--- src/rtl/queue_dispatcher_if.sv ---
// Downstream request channel: one data word qualified by a valid/ready handshake.
interface queue_dispatcher_if #(
  parameter int DATA_WIDTH = 64
);
  logic [DATA_WIDTH-1:0] out_data;
  logic                  out_valid;
  logic                  out_ready;

  modport master (
    output out_data,
    output out_valid,
    input  out_ready
  );

  modport slave (
    input  out_data,
    input  out_valid,
    output out_ready
  );
endinterface

--- src/rtl/queue_dispatcher.sv ---
// Moves one granted entry from a FWFT request queue to the memory port,
// releases the scheduler with a one-cycle consumed pulse, and keeps
// per-queue served/dropped statistics plus sticky protocol-error flags.
module queue_dispatcher #(
  parameter int NUMBER_OF_QUEUES = 4,
  parameter int DATA_WIDTH       = 64,
  parameter int COUNTER_WIDTH    = 32,
  localparam int IDW             = $clog2(NUMBER_OF_QUEUES)
) (
  input  logic                                      clock,
  input  logic                                      reset,
  input  logic                                      sched_enable_i,
  input  logic [IDW-1:0]                            sched_id_i,
  input  logic [NUMBER_OF_QUEUES-1:0]               empty_i,
  input  logic [NUMBER_OF_QUEUES*DATA_WIDTH-1:0]    queue_data_i,
  output logic [NUMBER_OF_QUEUES-1:0]               pop_o,
  queue_dispatcher_if.master                        mem_if,
  output logic                                      consumed_o,
  output logic                                      busy_o,
  input  logic                                      clear_stats_i,
  output logic [NUMBER_OF_QUEUES*COUNTER_WIDTH-1:0] served_count_o,
  output logic [NUMBER_OF_QUEUES*COUNTER_WIDTH-1:0] drop_count_o,
  output logic                                      overlap_error_o,
  output logic                                      drop_error_o
);

  typedef enum logic [1:0] {IDLE, FETCH, SEND, ACK} state_t;

  state_t                   state_q;
  logic [IDW-1:0]           cur_id_q;
  logic [DATA_WIDTH-1:0]    out_data_q;
  logic                     out_valid_q;
  logic                     consumed_q;
  logic                     overlap_error_q;
  logic                     drop_error_q;
  logic [COUNTER_WIDTH-1:0] served_q [NUMBER_OF_QUEUES];
  logic [COUNTER_WIDTH-1:0] drop_q   [NUMBER_OF_QUEUES];
  logic [DATA_WIDTH-1:0]    qdata    [NUMBER_OF_QUEUES];

  logic head_empty;
  logic accept;

  for (genvar g = 0; g < NUMBER_OF_QUEUES; g++) begin : g_lane
    assign qdata[g]                                        = queue_data_i[g*DATA_WIDTH +: DATA_WIDTH];
    assign served_count_o[g*COUNTER_WIDTH +: COUNTER_WIDTH] = served_q[g];
    assign drop_count_o[g*COUNTER_WIDTH +: COUNTER_WIDTH]   = drop_q[g];
  end

  assign head_empty       = empty_i[cur_id_q];
  assign accept           = (state_q == SEND) && mem_if.out_ready;

  assign mem_if.out_data  = out_data_q;
  assign mem_if.out_valid = out_valid_q;
  assign consumed_o       = consumed_q;
  assign busy_o           = (state_q != IDLE);
  assign overlap_error_o  = overlap_error_q;
  assign drop_error_o     = drop_error_q;

  // Pop strobe: the empty check and the pop happen in the same FETCH cycle,
  // so the strobe is decoded from state rather than registered a cycle early.
  always_comb begin
    pop_o = '0;
    if ((state_q == FETCH) && !head_empty) begin
      pop_o[cur_id_q] = 1'b1;
    end
  end

  // Transfer sequencer with registered handshake and completion outputs.
  always_ff @(posedge clock) begin
    if (reset) begin
      state_q     <= IDLE;
      cur_id_q    <= '0;
      out_data_q  <= '0;
      out_valid_q <= 1'b0;
      consumed_q  <= 1'b0;
    end else begin
      consumed_q <= 1'b0;
      unique case (state_q)
        IDLE: begin
          if (sched_enable_i) begin
            cur_id_q <= sched_id_i;
            state_q  <= FETCH;
          end
        end
        FETCH: begin
          if (!head_empty) begin
            out_data_q  <= qdata[cur_id_q];
            out_valid_q <= 1'b1;
            state_q     <= SEND;
          end else begin
            consumed_q <= 1'b1;
            state_q    <= ACK;
          end
        end
        SEND: begin
          if (mem_if.out_ready) begin
            out_valid_q <= 1'b0;
            consumed_q  <= 1'b1;
            state_q     <= ACK;
          end
        end
        ACK: begin
          state_q <= IDLE;
        end
        default: begin
          state_q <= IDLE;
        end
      endcase
    end
  end

  // Saturating statistics and sticky error flags; clear beats any same-cycle event.
  always_ff @(posedge clock) begin
    if (reset || clear_stats_i) begin
      overlap_error_q <= 1'b0;
      drop_error_q    <= 1'b0;
      for (int unsigned i = 0; i < NUMBER_OF_QUEUES; i++) begin
        served_q[i] <= '0;
        drop_q[i]   <= '0;
      end
    end else begin
      if (sched_enable_i && (state_q != IDLE)) begin
        overlap_error_q <= 1'b1;
      end
      if ((state_q == FETCH) && head_empty) begin
        drop_error_q <= 1'b1;
      end
      for (int unsigned i = 0; i < NUMBER_OF_QUEUES; i++) begin
        if (accept && (cur_id_q == IDW'(i)) && (served_q[i] != '1)) begin
          served_q[i] <= served_q[i] + 1'b1;
        end
        if ((state_q == FETCH) && head_empty && (cur_id_q == IDW'(i)) && (drop_q[i] != '1)) begin
          drop_q[i] <= drop_q[i] + 1'b1;
        end
      end
    end
  end

endmodule

--- src/flat_wrapper.sv ---
// flat-port wrapper written by rule: the top's interface ports become plain ports
module queue_dispatcher_flat 
#(
  parameter int NUMBER_OF_QUEUES = 4,
  parameter int DATA_WIDTH       = 64,
  parameter int COUNTER_WIDTH    = 32,
  localparam int IDW             = $clog2(NUMBER_OF_QUEUES)
)
  (clock, reset, sched_enable_i, sched_id_i, empty_i, queue_data_i, pop_o, consumed_o, busy_o, clear_stats_i, served_count_o, drop_count_o, overlap_error_o, drop_error_o, mem_if_out_data, mem_if_out_valid, mem_if_out_ready);
  queue_dispatcher_if #(.DATA_WIDTH(DATA_WIDTH)) mem_if_i ();
  input  logic clock;
  input  logic reset;
  input  logic sched_enable_i;
  input  logic [IDW-1:0] sched_id_i;
  input  logic [NUMBER_OF_QUEUES-1:0] empty_i;
  input  logic [NUMBER_OF_QUEUES*DATA_WIDTH-1:0] queue_data_i;
  output logic [NUMBER_OF_QUEUES-1:0] pop_o;
  output logic consumed_o;
  output logic busy_o;
  input  logic clear_stats_i;
  output logic [NUMBER_OF_QUEUES*COUNTER_WIDTH-1:0] served_count_o;
  output logic [NUMBER_OF_QUEUES*COUNTER_WIDTH-1:0] drop_count_o;
  output logic overlap_error_o;
  output logic drop_error_o;
  output wire logic [$bits(mem_if_i.out_data)-1:0] mem_if_out_data;
  output wire logic [$bits(mem_if_i.out_valid)-1:0] mem_if_out_valid;
  input wire logic [$bits(mem_if_i.out_ready)-1:0] mem_if_out_ready;
  assign mem_if_out_data = mem_if_i.out_data;
  assign mem_if_out_valid = mem_if_i.out_valid;
  assign mem_if_i.out_ready = mem_if_out_ready;
  queue_dispatcher #(.NUMBER_OF_QUEUES(NUMBER_OF_QUEUES), .DATA_WIDTH(DATA_WIDTH), .COUNTER_WIDTH(COUNTER_WIDTH)) u_core (.clock(clock), .reset(reset), .sched_enable_i(sched_enable_i), .sched_id_i(sched_id_i), .empty_i(empty_i), .queue_data_i(queue_data_i), .pop_o(pop_o), .mem_if(mem_if_i), .consumed_o(consumed_o), .busy_o(busy_o), .clear_stats_i(clear_stats_i), .served_count_o(served_count_o), .drop_count_o(drop_count_o), .overlap_error_o(overlap_error_o), .drop_error_o(drop_error_o));
endmodule
--- config.mk ---
export PLATFORM = sky130hd
export DESIGN_NAME = queue_dispatcher_flat
export DESIGN_NICKNAME = d
export VERILOG_FILES = /design/src/rtl/queue_dispatcher_if.sv /design/src/rtl/queue_dispatcher.sv /design/src/flat_wrapper.sv
export SDC_FILE = /design/constraint.sdc
export NUM_CORES = 1
export LEC_CHECK = 0
export CAP_MARGIN = 30
export CORE_AREA = 2 2 249 251
export DETAILED_ROUTE_END_ITERATION = 16
export DIE_AREA = 0 0 251 253
export GPL_TIMING_DRIVEN = 0
export PLACE_DENSITY_LB_ADDON = 0.1
export REMOVE_ABC_BUFFERS = 1
export SKIP_CTS_REPAIR_TIMING = 1
export SYNTH_ARGS = -nofsm -noshare
export SYNTH_HDL_FRONTEND = slang
export SYNTH_SLANG_ARGS = --single-unit
--- constraint.sdc ---
create_clock -name clock -period 15.2 [get_ports clock]
set_clock_uncertainty 0.1 [all_clocks]
set_input_delay 4.56 -clock clock [delete_from_list [all_inputs] [get_ports clock]]
set_output_delay 4.56 -clock clock [all_outputs]
set_load 0.02 [all_outputs]
==> results.json, run 1 <==
{
  "post-place-ws_ns": 3.11,
  "drive_above_1_share_pct": 8.55,
  "hold_violations": 0,
  "max_stage_delay_ns": 0.74,
  "yosysUniqueCellTypes": 52,
  "htreeDepth": 2,
  "die_y_um": 253,
  "cp_cell_sequence": "clkdlybuf4s50_1 -> mux4_2 -> nand2b_4 -> nor2_1 -> clkdlybuf4s50_1",
  "diodes": 0,
  "syn_area_per_cell_um2": 10.6,
  "grt_max_degree": 75,
  "initial_core_util_pct": 29.7,
  "cpMostUsedCell": "clkdlybuf4s50_1",
  "fin_crit_ns": 12.08,
  "critPathCaptureType": "output pin",
  "grtUsageTotal_pct": 20.2,
  "slew_viol_final": 0,
  "slew_headroom_pct": 35.8,
  "seq_area_mm2": 0.00914,
  "globalRouteOverflowTotal": 0,
  "power_density_mw_per_mm2": 106,
  "antenna_found_initial": 9,
  "numCtsBuffers": 43,
  "drt_pass1_iterations": 5,
  "placed_cell_area_mm2": 0.0253,
  "synth_seq_cells": 328,
  "max-cap-violations": 0,
  "grt_pass1_vias": 15019,
  "design.die.area_mm2": 0.0635,
  "design_area_mm2": 0.0267,
  "ys_warn_count": 0,
  "ios": 596,
  "wl_per_cell_um": 21.3,
  "routed_wl_um": 66700,
  "multi_input_area_mm2": 0.00860,
  "viasPerCell": 4.97,
  "port_buffers": 595,
  "drc_errors": 0,
  "nFillCells": 5787,
  "synth_cells": 1713,
  "clkTransAtPathRegs_ns": 0.06,
  "vias": 15556,
  "crit_buf_inv": 2,
  "core_mm2": 0.0610,
  "cts_num_sinks": 328,
  "clock_insertion_delay_worst_skew_ns": 0.58,
  "gp_congestion": 0.830,
  "synth_edf_count": 256,
  "setup_slack_ns": 3.12,
  "ant_nets": 0,
  "cp-start-kind": "input port",
  "cts-root-buf": "clkbuf_16",
  "area_delta_synth_final_pct": 47.4,
  "crit_required_ns": 10.54,
  "cpLargestDelayFamily": "buffers and inverters",
  "leakage_nw": 8.77,
  "clockBufferDepth": 3,
  "path_class": "input port to output pin",
  "rsz0062_at_grt": "false",
  "fmax_mhz": 82.8,
  "num-nets-final": 2583,
  "die_x_um": 251,
  "place_inst": 3048,
  "worstPathArrival_ns": 7.42,
  "timing.final.crit_share_pct": 79.4,
  "cts_tree": "built",
  "finalSetupViolCount": 0,
  "max_slew.worst_pin.slew_ns": 0.963,
  "synth_area_mm2": 0.0181,
  "max-vdd-ir-drop_mv": 0.0662,
  "grt_first_pass_wirelength_um": 97200,
  "synthFlopType": "edfxtp_1",
  "ys_seq_area_share_pct": 50.4,
  "status": "finished, final reports clean",
  "async_flop_share_pct": 0,
  "final_cells": 3128,
  "hpwl_um": 51100,
  "worstHoldPathType": "register to register",
  "rows": 91,
  "cpMaxStageDelayCell": "clkdlybuf4s50_1",
  "crit_fanout": 67,
  "drt_iter0_markers": 979
}
-- cells by family after synthesis --
group,synth area share (%)
AND/OR/NAND/NOR,23.6
flip-flops,50.4
XOR/XNOR,11.2
buffers and inverters,2.72
AO/OA/AOI/OAI,3.07
multiplexers,8.14
adder cells (fa/ha/maj),0.829
-- power by group --
part / internal [mW] / total (mW) / switching (mW)
logic: 0.328 / 0.677 / 0.349
clock network: 0.600 / 1.01 / 0.406
registers: 1.05 / 1.14 / 0.0934
total: 1.98 / 2.82 / 0.848
-- through the flow --
stage / hold WS [ns] / util, % / power [mW] / TNS, ns
3_3_place_gp: 0.341 / 40.4 / 1.84 / -0.389
6_report: 0.352 / 43.7 / 2.82 / 0
3_5_place_dp: 0.345 / 41.5 / 1.84 / 0
4_1_cts: 0.353 / 43.7 / 2.87 / 0
5_1_grt: 0.370 / 43.7 / 2.95 / 0
2_1_floorplan: 0.404 / - / 1.47 / 0
-- cell usage in the layout, fill, tap and decap left out, drive strengths merged, types with 5 or more instances in the layout --
cell | Yosys | layout
nor2 | 301 | 301
a21oi | 76 | 76
xnor2 | 87 | 87
or2 | 5 | 5
edfxtp | 256 | 256
nand4 | 88 | 88
and4 | 29 | 29
nand2 | 207 | 207
or3 | 7 | 7
nand3 | 110 | 110
xor2 | 145 | 145
dfxtp | 72 | 72
ha | 12 | 12
and2 | 13 | 13
mux4 | 65 | 65
and3 | 39 | 39
o21ai | 10 | 10
buf | 55 | 29
clkbuf | 23 | 59
clkdlybuf4s50 | 0 | 594
clkinv | 0 | 15
nor3 | 23 | 23
inv | 30 | 30
nor4 | 28 | 28
-- synthesized netlist by cell type (10+ instances only) --
cell type / n / area share (%)
nor2_1: 301 / 6.2
nand2_1: 206 / 4.3
clkbuf_1: 23 / 0.48
edfxtp_1: 256 / 42
and3_1: 39 / 1.3
inv_1: 30 / 0.62
nor4_1: 12 / 0.41
nand3_1: 110 / 3.0
xnor2_1: 87 / 4.2
mux4_2: 65 / 8.1
dfxtp_1: 72 / 8.0
nand4_1: 87 / 3.0
and4_1: 29 / 1.4
ha_1: 12 / 0.83
nor4_2: 10 / 0.69
and2_1: 13 / 0.45
xor2_1: 145 / 7.0
buf_2: 40 / 1.1
nor3_1: 17 / 0.47
a21oi_1: 76 / 2.1
-- layer usage --
layer  wire, um  vias up  part of all wire, %  global-route usage (%)
li1           -     7363                    -                       -
met1      29300     7605                   44                    27.2
met2      30500      485                   46                    31.2
met3       5500       89                  8.2                    6.88
met4       1380       14                  2.1                    4.93
met5         81        -                 0.12                       0
-- worst min-delay path, stage by stage, from the launching register on --
cell	delay, ns
dfxtp_1	0.30
nand2_1	0.05
a21oi_1	0.05
-- area by class of cell --
cell class | count | share of cell area [%]
flip-flops and latches | 328 | 34.2
well taps | 790 | 3.70
multi-input cells | 1277 | 32.2
inverters | 30 | 0.422
clock inverters | 21 | 0.834
clock buffers | 58 | 4.32
repair buffers | 624 | 24.3
-- flip-flops by register name, summed over array words and instances, names as in the netlist --
signal and flops:
u_core.drop_q 128, u_core.served_q 128, u_core.mem_if.out_data 64, u_core.cur_id_q 2
u_core.state_q 2, u_core.consumed_o 1, u_core.drop_error_o 1, u_core.mem_if.out_valid 1
u_core.overlap_error_o 1
-- worst paths after layout --
check,start,endpoint,slack (ns),cells after the start
max,empty_i[0],pop_o[3],3.12,5
min,u_core.mem_if.out_data[9],u_core.mem_if.out_data[9],0.35,2
max reg2reg,u_core.cur_id_q[0],u_core.drop_q[3][0],12.01,4
min reg2reg,u_core.mem_if.out_data[9],u_core.mem_if.out_data[9],0.35,2
Note: power is estimated with default switching activity, not from simulation.
==> run 2: changes to the inputs <==
==> constraint.sdc (replaced) <==
create_clock -name clock -period 12.5 [get_ports clock]
set_clock_uncertainty 0.1 [all_clocks]
set_input_delay 3.75 -clock clock [delete_from_list [all_inputs] [get_ports clock]]
set_output_delay 3.75 -clock clock [all_outputs]
set_load 0.02 [all_outputs]
==> results of run 2 <==
Same layout as run 1 (identical final DEF). Status: finished, final reports clean.
Main changes from that run: setup slack after placement 3.11 ns -> 2.03 ns; setup slack after layout 3.12 ns -> 2.04 ns; register-to-register setup slack 12.01 ns -> 9.31 ns; total power 2.82 mW -> 3.43 mW; worst IR drop on VDD 0.0662 mV -> 0.0805 mV
==> run 3: changes to the inputs <==
==> constraint.sdc (replaced) <==
create_clock -name clock -period 9.2 [get_ports clock]
set_clock_uncertainty 0.1 [all_clocks]
set_input_delay 2.76 -clock clock [delete_from_list [all_inputs] [get_ports clock]]
set_output_delay 2.76 -clock clock [all_outputs]
set_load 0.02 [all_outputs]
==> results of run 3 <==
Same layout as run 1 (identical final DEF). Status: finished, final reports clean.
Main changes from that run: setup slack after placement 3.11 ns -> 0.707 ns; setup slack after layout 3.12 ns -> 0.724 ns; register-to-register setup slack 12.01 ns -> 6.01 ns; total power 2.82 mW -> 4.67 mW; worst IR drop on VDD 0.0662 mV -> 0.109 mV
